**config.mk**
```make
export PLATFORM = sky130hd
export DESIGN_NAME = world_map_writer_flat
export DESIGN_NICKNAME = d
export VERILOG_FILES = /design/src/rtl/world_map_writer_pkg.sv /design/src/rtl/world_map_writer_if.sv /design/src/rtl/map_clear_counter.sv /design/src/rtl/world_map_writer.sv /design/src/flat_wrapper.sv
export SDC_FILE = /design/constraint.sdc
export NUM_CORES = 1
export LEC_CHECK = 0
export BUFFER_PORTS_ARGS = -buffer_cell sky130_fd_sc_hd__buf_2
export CAP_MARGIN = 10
export CORE_UTILIZATION = 56
export DETAILED_ROUTE_END_ITERATION = 16
export PLACE_DENSITY_LB_ADDON = 0.15
export SLEW_MARGIN = 15
export SYNTH_ARGS = -nofsm -noshare
export SYNTH_HDL_FRONTEND = slang
export SYNTH_SLANG_ARGS = --single-unit
```
**constraint.sdc**
```tcl
create_clock -name clk -period 2 [get_ports clk]
set_clock_uncertainty 0.2 [all_clocks]
set_input_delay 0.1 -clock clk [delete_from_list [all_inputs] [get_ports clk]]
set_output_delay 0.1 -clock clk [all_outputs]
set_load 0.05 [all_outputs]
```
**src/rtl/world_map_writer_pkg.sv**
```systemverilog
// Shared constants for the 128x128 world-map RAM; the VGA scaler imports the same
// package so both RAM ports agree on the {row, col} address layout.
package world_map_writer_pkg;

  localparam int COORD_W = 7;
  localparam int ADDR_W  = 2 * COORD_W;
  localparam int DATA_W  = 2;

  localparam logic [DATA_W-1:0] MAP_BG    = 2'b00;
  localparam logic [DATA_W-1:0] MAP_LINE  = 2'b01;
  localparam logic [DATA_W-1:0] MAP_OBST  = 2'b10;
  localparam logic [DATA_W-1:0] MAP_TRAIL = 2'b11;

  typedef enum logic {
    ST_IDLE  = 1'b0,
    ST_CLEAR = 1'b1
  } state_t;

endpackage

```
**src/rtl/world_map_writer_if.sv**
```systemverilog
// Update handshake, clear control and RAM port-B write bus of the map writer.
interface world_map_writer_if;
  import world_map_writer_pkg::*;

  logic               clear_req;
  logic               upd_valid;
  logic               upd_ready;
  logic [COORD_W-1:0] upd_row;
  logic [COORD_W-1:0] upd_col;
  logic [DATA_W-1:0]  upd_data;
  logic               wr_en;
  logic [ADDR_W-1:0]  wr_addr;
  logic [DATA_W-1:0]  wr_data;
  logic               busy;
  logic               clear_done;

  modport master (
    output clear_req, upd_valid, upd_row, upd_col, upd_data,
    input  upd_ready, wr_en, wr_addr, wr_data, busy, clear_done
  );

  modport slave (
    input  clear_req, upd_valid, upd_row, upd_col, upd_data,
    output upd_ready, wr_en, wr_addr, wr_data, busy, clear_done
  );

endinterface

```
**src/rtl/map_clear_counter.sv**
```systemverilog
// Address counter for the full-map clear sweep; last flags the final cell.
module map_clear_counter
  import world_map_writer_pkg::*;
(
  input  logic              clk,
  input  logic              reset_n,
  input  logic              en,
  input  logic              clr,
  output logic [ADDR_W-1:0] cnt,
  output logic              last
);

  always_ff @(posedge clk) begin
    if (!reset_n || clr) cnt <= '0;
    else if (en)         cnt <= cnt + 1'b1;
  end

  assign last = &cnt;

endmodule

```
**src/rtl/world_map_writer.sv**
```systemverilog
// Write-side port of the world-map RAM: registered update writes with duplicate
// suppression, plus a one-write-per-cycle full-map clear sweep.
//
// state    | meaning
// ST_IDLE  | accepting updates, clear_req starts a sweep
// ST_CLEAR | sweeping every address with CLEAR_VAL, updates stalled
module world_map_writer
  import world_map_writer_pkg::*;
#(
  parameter logic [DATA_W-1:0] CLEAR_VAL      = MAP_BG,
  parameter bit                CLEAR_ON_RESET = 1'b1
) (
  input logic               clk,
  input logic               reset_n,
  world_map_writer_if.slave bus
);

  state_t                   state, state_nxt;
  logic [ADDR_W-1:0]        cnt;
  logic                     cnt_last;
  logic                     cnt_en;
  logic                     enter_clear;
  logic                     accept;
  logic                     dup;
  logic [ADDR_W-1:0]        upd_addr;
  logic [ADDR_W+DATA_W-1:0] last_pair;
  logic                     last_vld;

  assign upd_addr = {bus.upd_row, bus.upd_col};
  assign dup      = last_vld && (last_pair == {upd_addr, bus.upd_data});

  map_clear_counter u_cnt (
    .clk     (clk),
    .reset_n (reset_n),
    .en      (cnt_en),
    .clr     (enter_clear),
    .cnt     (cnt),
    .last    (cnt_last)
  );

  always_ff @(posedge clk) begin
    if (!reset_n) state <= CLEAR_ON_RESET ? ST_CLEAR : ST_IDLE;
    else          state <= state_nxt;
  end

  always_comb begin
    state_nxt = state;
    case (state)
      ST_IDLE:  if (bus.clear_req) state_nxt = ST_CLEAR;
      ST_CLEAR: if (cnt_last)      state_nxt = ST_IDLE;
      default:  state_nxt = ST_IDLE;
    endcase
  end

  always_comb begin
    bus.upd_ready = 1'b0;
    bus.busy      = 1'b0;
    cnt_en        = 1'b0;
    enter_clear   = 1'b0;
    case (state)
      ST_IDLE: begin
        bus.upd_ready = ~bus.clear_req;
        enter_clear   = bus.clear_req;
      end
      ST_CLEAR: begin
        bus.busy = 1'b1;
        cnt_en   = 1'b1;
      end
      default: ;
    endcase
    accept = bus.upd_valid & bus.upd_ready;
  end

  // A suppressed duplicate is still consumed; it simply produces no write.
  always_ff @(posedge clk) begin
    if (!reset_n) begin
      bus.wr_en      <= 1'b0;
      bus.wr_addr    <= '0;
      bus.wr_data    <= '0;
      bus.clear_done <= 1'b0;
      last_pair      <= '0;
      last_vld       <= 1'b0;
    end else begin
      bus.wr_en      <= 1'b0;
      bus.clear_done <= (state == ST_CLEAR) && cnt_last;
      if (state == ST_CLEAR) begin
        bus.wr_en   <= 1'b1;
        bus.wr_addr <= cnt;
        bus.wr_data <= CLEAR_VAL;
      end else if (accept && !dup) begin
        bus.wr_en   <= 1'b1;
        bus.wr_addr <= upd_addr;
        bus.wr_data <= bus.upd_data;
        last_pair   <= {upd_addr, bus.upd_data};
        last_vld    <= 1'b1;
      end
      if (enter_clear) last_vld <= 1'b0;
    end
  end

endmodule
```
**src/flat_wrapper.sv**
```systemverilog
// flat-port wrapper written by rule: the top's interface ports become plain ports
module world_map_writer_flat import world_map_writer_pkg::*;
#(
  parameter logic [DATA_W-1:0] CLEAR_VAL      = MAP_BG,
  parameter bit                CLEAR_ON_RESET = 1'b1
)
  (clk, reset_n, bus_clear_req, bus_upd_valid, bus_upd_row, bus_upd_col, bus_upd_data, bus_upd_ready, bus_wr_en, bus_wr_addr, bus_wr_data, bus_busy, bus_clear_done);
  world_map_writer_if bus_i ();
  input logic clk;
  input logic reset_n;
  input wire logic [$bits(bus_i.clear_req)-1:0] bus_clear_req;
  input wire logic [$bits(bus_i.upd_valid)-1:0] bus_upd_valid;
  input wire logic [$bits(bus_i.upd_row)-1:0] bus_upd_row;
  input wire logic [$bits(bus_i.upd_col)-1:0] bus_upd_col;
  input wire logic [$bits(bus_i.upd_data)-1:0] bus_upd_data;
  output wire logic [$bits(bus_i.upd_ready)-1:0] bus_upd_ready;
  output wire logic [$bits(bus_i.wr_en)-1:0] bus_wr_en;
  output wire logic [$bits(bus_i.wr_addr)-1:0] bus_wr_addr;
  output wire logic [$bits(bus_i.wr_data)-1:0] bus_wr_data;
  output wire logic [$bits(bus_i.busy)-1:0] bus_busy;
  output wire logic [$bits(bus_i.clear_done)-1:0] bus_clear_done;
  assign bus_i.clear_req = bus_clear_req;
  assign bus_i.upd_valid = bus_upd_valid;
  assign bus_i.upd_row = bus_upd_row;
  assign bus_i.upd_col = bus_upd_col;
  assign bus_i.upd_data = bus_upd_data;
  assign bus_upd_ready = bus_i.upd_ready;
  assign bus_wr_en = bus_i.wr_en;
  assign bus_wr_addr = bus_i.wr_addr;
  assign bus_wr_data = bus_i.wr_data;
  assign bus_busy = bus_i.busy;
  assign bus_clear_done = bus_i.clear_done;
  world_map_writer #(.CLEAR_VAL(CLEAR_VAL), .CLEAR_ON_RESET(CLEAR_ON_RESET)) u_core (.clk(clk), .reset_n(reset_n), .bus(bus_i));
endmodule
```
; ---- Word level (Yosys, flattened, before mapping)
; Cells that the tools add are included.
; Widths: inputs -> output; s select.
[totals]
in_bits = 20
rom_bits = 0
latchBits = 0
reg_bits = 50
out_inout_bits = 20
wordCells = 35
mem_bits_rw = 0
memories = 0
[classes]
n_eq_ne = 1
add_sub_neg = 1
div_mod_pow = 0
mux = 10
n_mul = 0
n_reduce_logical = 11
shift = 0
order_cmp = 0
bitwise = 4
[op_table]
columns = op, count
row1 = $mux 14, 2
row2 = $eq 16x16->1, 1
row3 = $add 14x1->14 const B, 1
row4 = $reduce_and 14->1, 1
row5 = $mux 1, 7
row6 = $reduce_or 2->1, 2
row7 = $logic_and 1x1->1, 3
row8 = $not 1->1, 3
row9 = $logic_not 1->1, 2
row10 = $pmux 1 s2, 1
row11 = $reduce_and 2->1, 1
row12 = $reduce_bool 2->1, 1
row13 = $and 1x1->1, 1
row14 = $logic_or 1x1->1, 1

; ---- Depth between registers and ports, before layout
; Gate-level depths: netlist (run 1).
[logic_depth]
word_depth = 6
depth_mapped = 8
depth_no_buf = 5

; ---- By module
; From an unflattened synthesis (run 1), not the netlist that was laid out.
[hier_totals]
hier_cells = 352
hier_area_um2 = 2882.8
[modules_own_cells]
columns = module, seq_area_each_um2, cells_each, instances, area_per_inst_um2
row1 = world_map_writer, 720.7, 273, 1, 2200.9
row2 = map_clear_counter, 280.3, 79, 1, 681.9

; ---- Worst setup path before layout (run 1)
; No wires, ideal clock.
[synth_path]
kind = reg-to-reg
from = register u_core.state
to = register u_core.bus.wr_addr[10]
path_stages_with_launch = 7
required_ps = 1714
setup_time_ps = 86
slack_ps = -572
path_buffers = 2
synth_period_minus_slack_ps = 2572
t_arrival_ps = 2286
path_cell_list = dfxtp_1 -> nor2_1 -> and2_1 -> buf_2 -> o21ai_2 -> buf_2 -> a211oi_1
[synth_via]
elab_chain_len = 4
word_cells_on_any_way = 5
classes_between = mux: 2 / bitwise: 1 / reduce/logical: 2
[synth_rtl]
columns = element, line
row1 = start: declaration, world_map_writer.sv:18  ; state_t state, state_nxt;
row2 = start signal: assignment, world_map_writer.sv:42  ; if (!reset_n) state <= CLEAR_ON_RESET ? ST_CLEAR : ST_IDLE;
row3 = start signal: assignment, world_map_writer.sv:43  ; else state <= state_nxt;
row4 = $mux 1, world_map_writer.sv:60  ; case (state)
row5 = via bus_upd_ready, flat_wrapper.sv:16  ; output wire logic [$bits(bus_i.upd_ready)-1:0] bus_upd_ready;
row6 = $and 1x1->1, world_map_writer.sv:71  ; accept = bus.upd_valid & bus.upd_ready;
row7 = $logic_and 1x1->1, world_map_writer.sv:90  ; end else if (accept && !dup) begin
row8 = $reduce_bool 2->1 (no source line), --
row9 = end signal: assignment, world_map_writer.sv:88  ; bus.wr_addr <= cnt;
row10 = end signal: assignment, world_map_writer.sv:92  ; bus.wr_addr <= upd_addr;
row11 = end: declaration, world_map_writer_if.sv:24  ; output upd_ready, wr_en, wr_addr, wr_data, busy, clear_done
; The timed path passes the listed nets, and every way through them passes these cells.
; A chain may end at the register's enable or synchronous reset.

; ---- Final worst setup path (run 1)
[layout_path]
from = input bus_upd_data[0]
to = register u_core.bus.wr_addr[0]
[layout_via]
elab_chain_len = 5
[layout_rtl]
columns = element, line
row1 = start: declaration, flat_wrapper.sv:15  ; input wire logic [$bits(bus_i.upd_data)-1:0] bus_upd_data;
row2 = $eq 16x16->1, world_map_writer.sv:30  ; assign dup = last_vld && (last_pair == {upd_addr, bus.upd_data});
row3 = $logic_and 1x1->1, world_map_writer.sv:30
row4 = $logic_not 1->1, world_map_writer.sv:90
row5 = $logic_and 1x1->1, world_map_writer.sv:90
row6 = $reduce_bool 2->1 (no source line), --
; No other way between the ends.

==> run_results.csv, run 1 <==
group,metric,value,unit
status,run_status,"finished, violations left",
status,violations,"negative setup slack",
yosys,syn_inst,289,
yosys,yosysMostFrequentCell,"dfxtp_1",
yosys,synth.distinct_cells,36,
cts,root_buffer,"clkbuf_8",
worst_setup_path,cpMaxStageDelayCell,"dlygate4sd3_1",
job,drv_cap,0,
yosys,synth_top_area_share,41.3,%
timing,timing.final.ws_setup,-4.01,ps
pwr,p_seq_share,52.8,%
global_routing,antenna_found_initial,0,
global_routing,grt_pass1_wl,9.06,mm
floorplan,die_h,67.8,um
cts,cts_made_buffers,5,
yosys,synthesis.nets,310,
worst_setup_path,critical-path-top-delay-family,"buffers and inverters",
floorplan,ios,40,
yosys,synth_warnings,0,
pwr,power_switching,0.000456,W
cts,clk_latency,310,ps
pwr,switching_share,23.8,%
placement,place_congestion,0.799,
cts,htreeDepth,2,
pwr,intPower,0.00146,W
cts,clockBufferDepth,2,
timing,period_minus_slack,2000,ps
routing,wl,5.83,mm
routing,ant_nets,0,
hold_path,hold_class,"input port to register",
global_routing,grt_pass1_vias,2029,
worst_setup_path,start_kind,"input port",
routing,via_per_inst,5.50,
yosys,ys_top_cells_by_area,"dfxtp_1 41%, mux2i_1 7.4%, xor2_1 7.2%, nand2_1 5.9%, nor2_1 4.8%",
pwr,p_clk_share,38.3,%
pwr,p_leak,1.24,nW
global_routing,grt_max_degree,31,
pwr,comb_power_share,8.9,%
worst_setup_path,crit_path_cell_trace,"dlygate4sd3_1 -> buf_2 -> xor2_2 -> nor4_2 -> and3_4 -> a21boi_4 -> buf_6 -> a211oi_4",
worst_setup_path,critPathMaxStageDelay,530,ps
worst_setup_path,worstSetupEndpointType,"register",
cts,tritoncts,"yes",
routing,post_drt_wl_per_cell,14.7,um
worst_setup_path,path_buf_inv,3,
finish,areaGrowthSynthToFinish,27.6,%
yosys,synth-main-ff-cell,"dfxtp_1",
cts,cts_sinks,50,
timing,finalMaxSlewViolations,0,
timing,hold_viol,0,
placement,portBuffers,39,
floorplan,initial_core_util,59.2,%
yosys,yosys.area.top_type,"dfxtp_1",
finish,drive_above_1_share,21.8,%
finish,nNetsFinal,368,
pwr,cellPowerDensity,620,nW/um2
routing,drc,0,
cts,clk_transition_reported_paths,100,ps
yosys,netlist_area,2420,um2
yosys,synthArstFlopShare,0,%
yosys,synth_common_cells,"50 x dfxtp_1, 38 x nand2_1, 31 x nor2_1, 20 x xor2_1, 18 x mux2i_1",
yosys,avgSynthCellArea,8.38,um2
global_routing,grt_usage,26.7,%
placement,pre_cts_slack,126,ps
timing,worst_pin_slew,384,ps
placement,dpl.hpwl,3.92,mm
routing,first_pass_iters,4,
yosys,synth_edf_count,0,
routing,first_iter_violations,126,
floorplan,core-area,4090,um2
yosys,yosysSeqAreaShare,41.3,%
worst_setup_path,critPathKind,"input port to register",
routing,vias,2190,
floorplan,num_rows,23,
timing,setup_violations,1,
timing,fin_crit_sh,100,%
global_routing,grt-ovfl-total,0,
worst_setup_path,cp_max_fo,4,
timing,max_freq,499,MHz
worst_setup_path,critPathRequiredTime,2020,ps
worst_setup_path,worst-endpoint-arrival,2030,ps
pwr,peakVddDrop,0.000520,V
finish,antenna_cells,0,
finish,utilization,75.6,%
floorplan,fp.dieW,67.8,um
yosys,synth-seq-cells,50,
timing,relSlewSlack,74.3,%
floorplan,die-area,4590,um2
-- per-stage QoR --
step                TNS (ps)  instances  total power (W)  instance area, um2  hold WS [ps]
finish                 -4.01        398          0.00192                3090          48.1
global route            -774        398          0.00199                3090          69.6
CTS                        0        399          0.00193                2990          38.9
detailed placement         0        373          0.00117                2690           184
global placement           0        373          0.00116                2690           177
floorplan                  0        289          0.00111                2430          42.1
-- logic make-up (layout without fill, tap and decap cells) --
family | after synthesis | after routing | synth area share (%)
AOI/OAI and AO/OA | 54 | 54 | 13.7
xor gates and xnor gates | 25 | 25 | 9.04
DFF | 50 | 50 | 41.3
buffers and inverters | 22 | 81 | 4.44
adders and majority gates | 1 | 1 | 0.517
muxes | 18 | 18 | 7.44
and+or+nand+nor | 119 | 119 | 23.5
-- cell usage in the layout, fill, tap and decap left out, types with 5 or more instances in the layout --
master / synthesis / layout
dfxtp_1: 50 / 49
nand2_1: 38 / 38
buf_2: 5 / 36
nor2_1: 31 / 30
mux2i_1: 18 / 18
dlygate4sd3_1: 0 / 18
xor2_1: 20 / 17
o21ai_0: 17 / 17
a21oi_1: 17 / 17
nand2b_1: 14 / 14
a211oi_1: 13 / 11
buf_4: 1 / 11
nand3_1: 7 / 7
xnor2_1: 5 / 5
clkbuf_8: 0 / 5
-- repair_timing --
| item | 4_1_cts | 5_1_grt |
|---|---|---|
| buffers inserted | 0 | 2 |
| hold endpoints to repair | 26 | 0 |
| resized for setup | 0 | 19 |
| hold buffers | 18 | 0 |
| endpoints found under the setup margin | 0 | 33 |
-- layer usage --
metal	part of all wire, %	wire, um	global-route usage (%)	vias up
met3	4.3	251	4.90	9
li1	-	-	-	1094
met4	1.8	103	11.7	0
met5	0	0	0	-
met1	46	2680	33.3	1018
met2	48	2800	44.2	69
-- cell type report --
type	count	area (um2)
Multi-Input combinational cell	217	1400
Sequential cell	50	1000
Fill cell	310	997
Timing Repair Buffer	69	488
Clock buffer	5	68.8
Tap cell	50	62.6
Clock inverter	3	48.8
Inverter	4	15.0
-- registers in the layout, summed over array words and instances, names as in the netlist --
signal and count:
u_core.bus.wr_data 2, u_core.bus.wr_en 1, u_core.state 1, u_core.last_pair 16
u_core.u_cnt.cnt 14, u_core.bus.wr_addr 14, u_core.bus.clear_done 1, u_core.last_vld 1
-- path summary, 6_finish.rpt --
check / from / end / slack [ps] / depth (start not counted)
max: bus_upd_data[0] / u_core.bus.wr_addr[0] / -4 / 8
min: bus_upd_row[3] / u_core.bus.wr_addr[10] / 50 / 4
max reg2reg: u_core.last_pair[11] / u_core.bus.wr_addr[0] / 60 / 6
min reg2reg: u_core.bus.wr_data[1] / u_core.bus.wr_data[1] / 270 / 2
-- worst reg2reg max path, delay by kind of cell (launching register included) --
family	cells	cell delay [ps]
AOI/OAI and AO/OA	2	320
DFF	1	340
xor gates and xnor gates	1	200
buffers and inverters	1	140
and+or+nand+nor	2	670
-- power by group through the flow --
stage,clock [W],sequential (W),combinational [W]
after floorplan,0,0.00105,0.0000625
after global placement,0,0.00103,0.000131
after detailed placement,0,0.00103,0.000133
after CTS,0.000760,0.00101,0.000161
after global routing,0.000791,0.00101,0.000184
final,0.000734,0.00101,0.000171
(Power assumes the default switching activity.)
==> run 2, diff against run 1 <==
--- a/config.mk
+++ b/config.mk
@@ -9,3 +9,3 @@
 export CAP_MARGIN = 10
-export CORE_UTILIZATION = 56
+export CORE_UTILIZATION = 52
 export DETAILED_ROUTE_END_ITERATION = 16
==> constraint.sdc (replaced) <==
create_clock -name clk -period 2 [get_ports clk]
set_clock_uncertainty 0.2 [all_clocks]
set_input_delay 0.2 -clock clk [delete_from_list [all_inputs] [get_ports clk]]
set_output_delay 0.2 -clock clk [all_outputs]
set_load 0.05 [all_outputs]
==> run 2 against run 1 <==
Compared with the run above: the run now ends clean; utilization is 8.3 points lower; register-to-register slack improved by 80 ps; sequential share of layout area is 1.3 points higher; sequential cell count is the same; maximum frequency up 4.8%; combinational power shrank 12%; final area down 3.8%; worst hold slack worse by 26 ps; clock-buffer cell count increased by 1; highest routed layer unchanged.
==> run_results.csv, run 2 (synthesis gave the netlist of run 1 again) <==
group,metric,value,unit
status,run_status,"finished clean",
worst_setup_path,cpMaxStageDelayCell,"dlygate4sd3_1",
timing,rsz0062_at_grt,"no",
pwr,p_leak,1.21,nW
worst_setup_path,critPathRequiredTime,2030,ps
finish,fillCellCount,371,
global_routing,grt_pass1_wl,9.37,mm
placement,dpl.hpwl,3.89,mm
timing,setup_violations,0,
timing,worst_pin_slew,539,ps
finish,final_common_cell,"dfxtp_1",
routing,post_drt_wl_per_cell,13.8,um
floorplan,core-area,4410,um2
worst_setup_path,crit_path_cell_trace,"dlygate4sd3_1 -> buf_2 -> xor2_1 -> nor4_2 -> and3_4 -> a21boi_4 -> buf_4 -> mux2i_1",
routing,via_per_inst,5.36,
job,drv_cap,0,
worst_setup_path,worst-endpoint-arrival,1940,ps
global_routing,grt-ovfl-total,0,
placement,portBuffers,39,
finish,largest_reg_flops,16,
cts,clk_transition_reported_paths,90,ps
cts,htreeDepth,2,
timing,finalMaxSlewViolations,0,
finish,nNetsFinal,364,
timing,relSlewSlack,64.1,%
worst_setup_path,start_kind,"input port",
worst_setup_path,critPathKind,"input port to register",
timing,max_freq,523,MHz
worst_setup_path,critPathMaxStageDelay,530,ps
routing,first_pass_iters,4,
floorplan,initial_core_util,54.8,%
finish,layout_common_cells,"49 x dfxtp_1, 39 x buf_2, 38 x nand2_1",
floorplan,ios,40,
finish,antenna_cells,0,
cts,cts_sinks,50,
routing,ant_nets,0,
floorplan,die-area,4930,um2
routing,wl,5.45,mm
cts,clk_latency,300,ps
routing,vias,2123,
global_routing,grt_max_degree,35,
floorplan,die_h,70.2,um
cts,root_buffer,"clkbuf_8",
hold_path,hold_class,"input port to register",
cts,clockBufferDepth,2,
floorplan,num_rows,24,
cts,tritoncts,"yes",
finish,top_regs,"u_core.last_pair x16, u_core.bus.wr_addr x14, u_core.u_cnt.cnt x14",
finish,drive_above_1_share,20.3,%
worst_setup_path,worstSetupEndpointType,"register",
pwr,peakVddDrop,0.000545,V
global_routing,grt_usage,23.6,%
worst_setup_path,cp_max_fo,5,
timing,period_minus_slack,1910,ps
routing,drc,0,
global_routing,grt_pass1_vias,2040,
finish,areaGrowthSynthToFinish,22.7,%
global_routing,antenna_found_initial,0,
timing,hold_viol,0,
finish,top_register,"u_core.last_pair",
timing,fin_crit_sh,95.7,%
timing,setup_tns,0,ps
floorplan,fp.dieW,70.2,um
routing,first_iter_violations,82,
timing,hold_slack,22.4,ps
cts,cts_made_buffers,5,
placement,place_congestion,0.801,
pwr,cellPowerDensity,605,nW/um2
-- run 2: changes by cell type in the layout (fill, tap and decap cells not counted), moves of 3 or more --
| cell | change |
|---|---|
| dlygate4sd3_1 | -4 |
| buf_2 | +3 |
| xor2_1 | +3 |
| xor2_2 | -3 |
-- run 2: layout make-up --
| class | count | area [um2] | share of cell area, % |
|---|---|---|---|
| multi-input cells | 217 | 1340 | 45.2 |
| repair buffers | 65 | 445 | 15.0 |
| flip-flops and latches | 50 | 1000 | 33.7 |
| clock inverters | 2 | 17.5 | 0.589 |
| well taps | 52 | 65.1 | 2.19 |
| inverters | 4 | 15.0 | 0.505 |
| clock buffers | 6 | 82.6 | 2.78 |
-- run 2: power breakdown --
part	total, W	switching (W)	internal (W)
clock	0.000633	0.000347	0.000285
sequential	0.00101	0.00000808	0.00100
combinational	0.000151	0.0000854	0.0000661
-- run 2: worst max-delay path, delay by kind of cell --
| family | cells | cell delay [ps] |
|---|---|---|
| buffers and inverters | 3 | 870 |
| and+or+nand+nor | 2 | 280 |
| xor gates and xnor gates | 1 | 200 |
| AOI/OAI and AO/OA | 1 | 200 |
| muxes | 1 | 190 |
-- run 2: path summary, 6_finish.rpt --
check,startpoint,to,slack (ps),depth (start not counted)
max,bus_upd_col[1],u_core.last_pair[5],90,8
max reg2reg,u_core.last_pair[11],u_core.bus.wr_addr[13],140,6
min reg2reg,u_core.bus.wr_data[1],u_core.bus.wr_data[1],270,2
min,bus_upd_data[0],u_core.bus.wr_data[0],20,3
-- run 2: layer usage --
layer,wire length [um],track usage (%),vias up
met5,0,0,-
met4,29,6.00,0
met3,178,4.91,2
met2,2430,37.0,42
met1,2810,33.1,989
li1,-,-,1090
-- run 2: timing repair --
action,CTS,global route
buffers inserted,0,0
setup endpoints to repair,0,31
hold endpoints to repair,14,0
resized for setup,0,7
hold buffers,14,0
-- run 2: through the flow --
| step | util, % | setup WS, ps | cells | cell area, um2 | total power, W |
|---|---|---|---|---|---|
| finish | 67.3 | 86.9 | 396 | 2970 | 0.00180 |
| global route | 67.3 | 6.34 | 396 | 2970 | 0.00187 |
| CTS | 66.6 | 25.6 | 396 | 2940 | 0.00181 |
| detailed placement | 61.2 | 131 | 374 | 2700 | 0.00116 |
| global placement | 61.2 | 179 | 374 | 2700 | 0.00116 |
| floorplan | - | 23.7 | 289 | 2430 | 0.00111 |
==> run 3, diff against run 2 <==
Settings changed: ABC_AREA set to 1.
==> run 3 against run 2 <==
Compared with the run above: maximum frequency grew 1.2%; worst hold slack worse by 12 ps; sequential share of layout area fell by 0.82 points.
==> run_results.csv, run 3 <==
group,metric,value,unit
timing,hold_viol,0,
worst_setup_path,r2r_setup_slack,160,ps
global_routing,grt_usage,24.6,%
finish,areaGrowthSynthToFinish,19.2,%
cts,root_buffer,"clkbuf_8",
finish,final_common_cell,"nand2_1",
placement,postPlaceCellArea,2760,um2
routing,wl,5.86,mm
timing,finalMaxSlewViolations,0,
placement,place_congestion,0.836,
pwr,p_leak,1.23,nW
worst_setup_path,critPathRequiredTime,2040,ps
global_routing,grt-ovfl-total,0,
routing,first_pass_iters,4,
cts,cts_sinks,50,
yosys,synth_top_family_by_area,"simple AND/OR/NAND/NOR gates",
yosys,yosys.area.top_type,"dfxtp_1",
timing,period_minus_slack,1890,ps
routing,met2_length,2.77,mm
finish,nNetsFinal,430,
yosys,synth_common_cells,"80 x nand2_1, 50 x dfxtp_1, 44 x nor2_1, 36 x inv_1, 24 x o21ai_0",
yosys,synth-main-ff-cell,"dfxtp_1",
yosys,ys_top_cells_by_area,"dfxtp_1 39%, nand2_1 12%, nor2_1 6.5%, inv_1 5.3%, o21ai_0 4.7%",
yosys,syn_inst,350,
worst_setup_path,worstSetupEndpointType,"register",
floorplan,die_h,72.1,um
yosys,synth_xor_xnor_area_share,1.03,%
worst_setup_path,path_buf_inv,4,
yosys,synth_warnings,0,
timing,setup_violations,0,
placement,dp_cells,450,
yosys,yosysSeqAreaShare,39.2,%
yosys,synth_top_area_share,39.2,%
routing,first_iter_violations,112,
placement,portBuffers,39,
timing,worst_pin_slew,577,ps
placement,dpl.hpwl,4.09,mm
yosys,synth-seq-cells,50,
yosys,yosysMostFrequentCell,"nand2_1",
worst_setup_path,critPathMaxStageDelay,520,ps
worst_setup_path,critical-path-top-delay-family,"buffers and inverters",
cts,clk_transition_reported_paths,90,ps
floorplan,fp.dieW,72.1,um
yosys,synthesis.nets,371,
job,drv_cap,0,
finish,drive_above_1_share,24.1,%
yosys,yosys.area_share.adder,0.490,%
worst_setup_path,cp_max_fo,9,
yosys,synth.distinct_cells,35,
floorplan,ios,40,
finish,top_register,"u_core.last_pair",
global_routing,antenna_found_initial,0,
routing,highest_layer,"met4",
routing,wl_met3,201,um
finish,antenna_cells,0,
cts,clk_latency,310,ps
routing,wl_met1,2.79,mm
finish,fin_area,3050,um2
worst_setup_path,crit_path_cell_trace,"dlygate4sd3_1 -> buf_2 -> inv_2 -> nand2_1 -> nand2_1 -> nor2_1 -> nand3_1 -> nor2_1 -> nand2_2 -> nand2_8 -> buf_4 -> nand3_2 -> a21oi_2",
timing,rsz0062_at_grt,"yes",
yosys,synthSimpleGateAreaFrac,32.7,%
yosys,netlist_area,2550,um2
yosys,avgSynthCellArea,7.30,um2
yosys,synth-compound-area-share,15.4,%
cts,cts_made_buffers,5,
routing,ant_nets,0,
worst_setup_path,worst-endpoint-arrival,1930,ps
finish,top_regs,"u_core.last_pair x16, u_core.bus.wr_addr x14, u_core.u_cnt.cnt x14",
finish,instances_no_fill,477,
floorplan,initial_core_util,54.1,%
timing,fin_crit_sh,94.5,%
cts,htreeDepth,2,
global_routing,grt_max_degree,32,
worst_setup_path,critPathKind,"input port to register",
global_routing,grt_pass1_wl,9.85,mm
pwr,totalPowerFinal,0.00178,W
global_routing,grt_pass1_vias,2176,
yosys,synth_edf_count,0,
routing,post_drt_wl_per_cell,12.3,um
cts,tritoncts,"yes",
floorplan,num_rows,25,
floorplan,die-area,5200,um2
finish,fillCellCount,420,
routing,drc,0,
timing,max_freq,529,MHz
placement,pre_cts_slack,151,ps
finish,layout_common_cells,"79 x nand2_1, 49 x dfxtp_1, 44 x nor2_1",
worst_setup_path,cpMaxStageDelayCell,"dlygate4sd3_1",
status,run_status,"finished clean",
pwr,cellPowerDensity,583,nW/um2
routing,vias,2338,
floorplan,core-area,4720,um2
timing,relSlewSlack,61.2,%
timing,timing.final.ws_setup,109,ps
finish,utilization,64.5,%
routing,via_per_inst,4.90,
finish,largest_reg_flops,16,
yosys,synthArstFlopShare,0,%
hold_path,hold_class,"input port to register",
yosys,synth_mux_area_share,0,%
pwr,peakVddDrop,0.000358,V
worst_setup_path,start_kind,"input port",
cts,clockBufferDepth,2,
-- run 3: cell types whose count changed after synthesis, moves of 10 or more --
cell      previous run  this run
nand2_1             38        80
inv_1                4        36
xor2_1              20         0
mux2i_1             18         0
nand2b_1            14         0
a211oi_1            13         0
nor2_1              31        44
nand3_2              0        11
o21ai_1              1        12
a21oi_2              0        10
-- run 3: logic make-up (layout without fill, tap and decap cells) --
| group | Yosys count | in the layout |
|---|---|---|
| simple gates | 173 | 174 |
| compound gates | 68 | 68 |
| buf+inv | 55 | 114 |
| flops | 50 | 50 |
| xor+xnor | 3 | 3 |
| fa+ha+maj | 1 | 1 |
-- run 3: timing repair --
item                       in CTS  in global routing
buffers inserted                0                  4
hold endpoints to repair       16                  0
resized for setup               0                  6
setup endpoints to repair       0                 36
hold buffers                   14                  0
-- run 3: where the power goes --
part / internal (W) / total (W) / leakage (nW) / switching (W)
clock network: 0.000280 / 0.000609 / 0.0482 / 0.000329
logic: 0.0000656 / 0.000158 / 0.778 / 0.0000922
registers: 0.00100 / 0.00101 / 0.403 / 0.00000679
-- run 3: metrics by stage --
stage                     hold WS (ps)  setup TNS (ps)
after floorplan                    135               0
after global placement             251               0
after detailed placement           257               0
after CTS                         7.06               0
after global routing              38.2           -67.0
final                             10.5               0
-- run 3: path summary, 6_finish.rpt --
| check | from | endpoint | depth (start not counted) |
|---|---|---|---|
| worst min register to register | u_core.bus.wr_data[0] | u_core.bus.wr_data[0] | 2 |
| worst min-delay path | bus_upd_col[6] | u_core.last_pair[8] | 3 |
| worst max register to register | u_core.u_cnt.cnt[0] | u_core.state | 6 |
| worst max-delay path | bus_upd_col[0] | u_core.bus.wr_addr[11] | 13 |
-- run 3: layout make-up --
class	instances	area [um2]	share of cell area [%]
tap	67	83.8	2.75
inverter	42	165	5.42
multi-input combinational	246	1280	42.1
timing repair buffer	64	422	13.8
clock buffer	7	86.3	2.83
clock inverter	1	5.00	0.164
sequential	50	1000	32.9
-- run 3: routing by layer --
metal  track usage [%]  up-vias
met4              9.15        0
li1                  -     1237
met1              32.0     1040
met2              40.9       52
met5                 0        -
met3              4.03        9
-- run 3: worst register-to-register path, cell delays in order, from the launching register on --
cell	delay [ps]
dfxtp_1	390
ha_1	210
nand3_1	90
nor2_1	190
inv_1	90
nor4_1	450
nor2_1	90
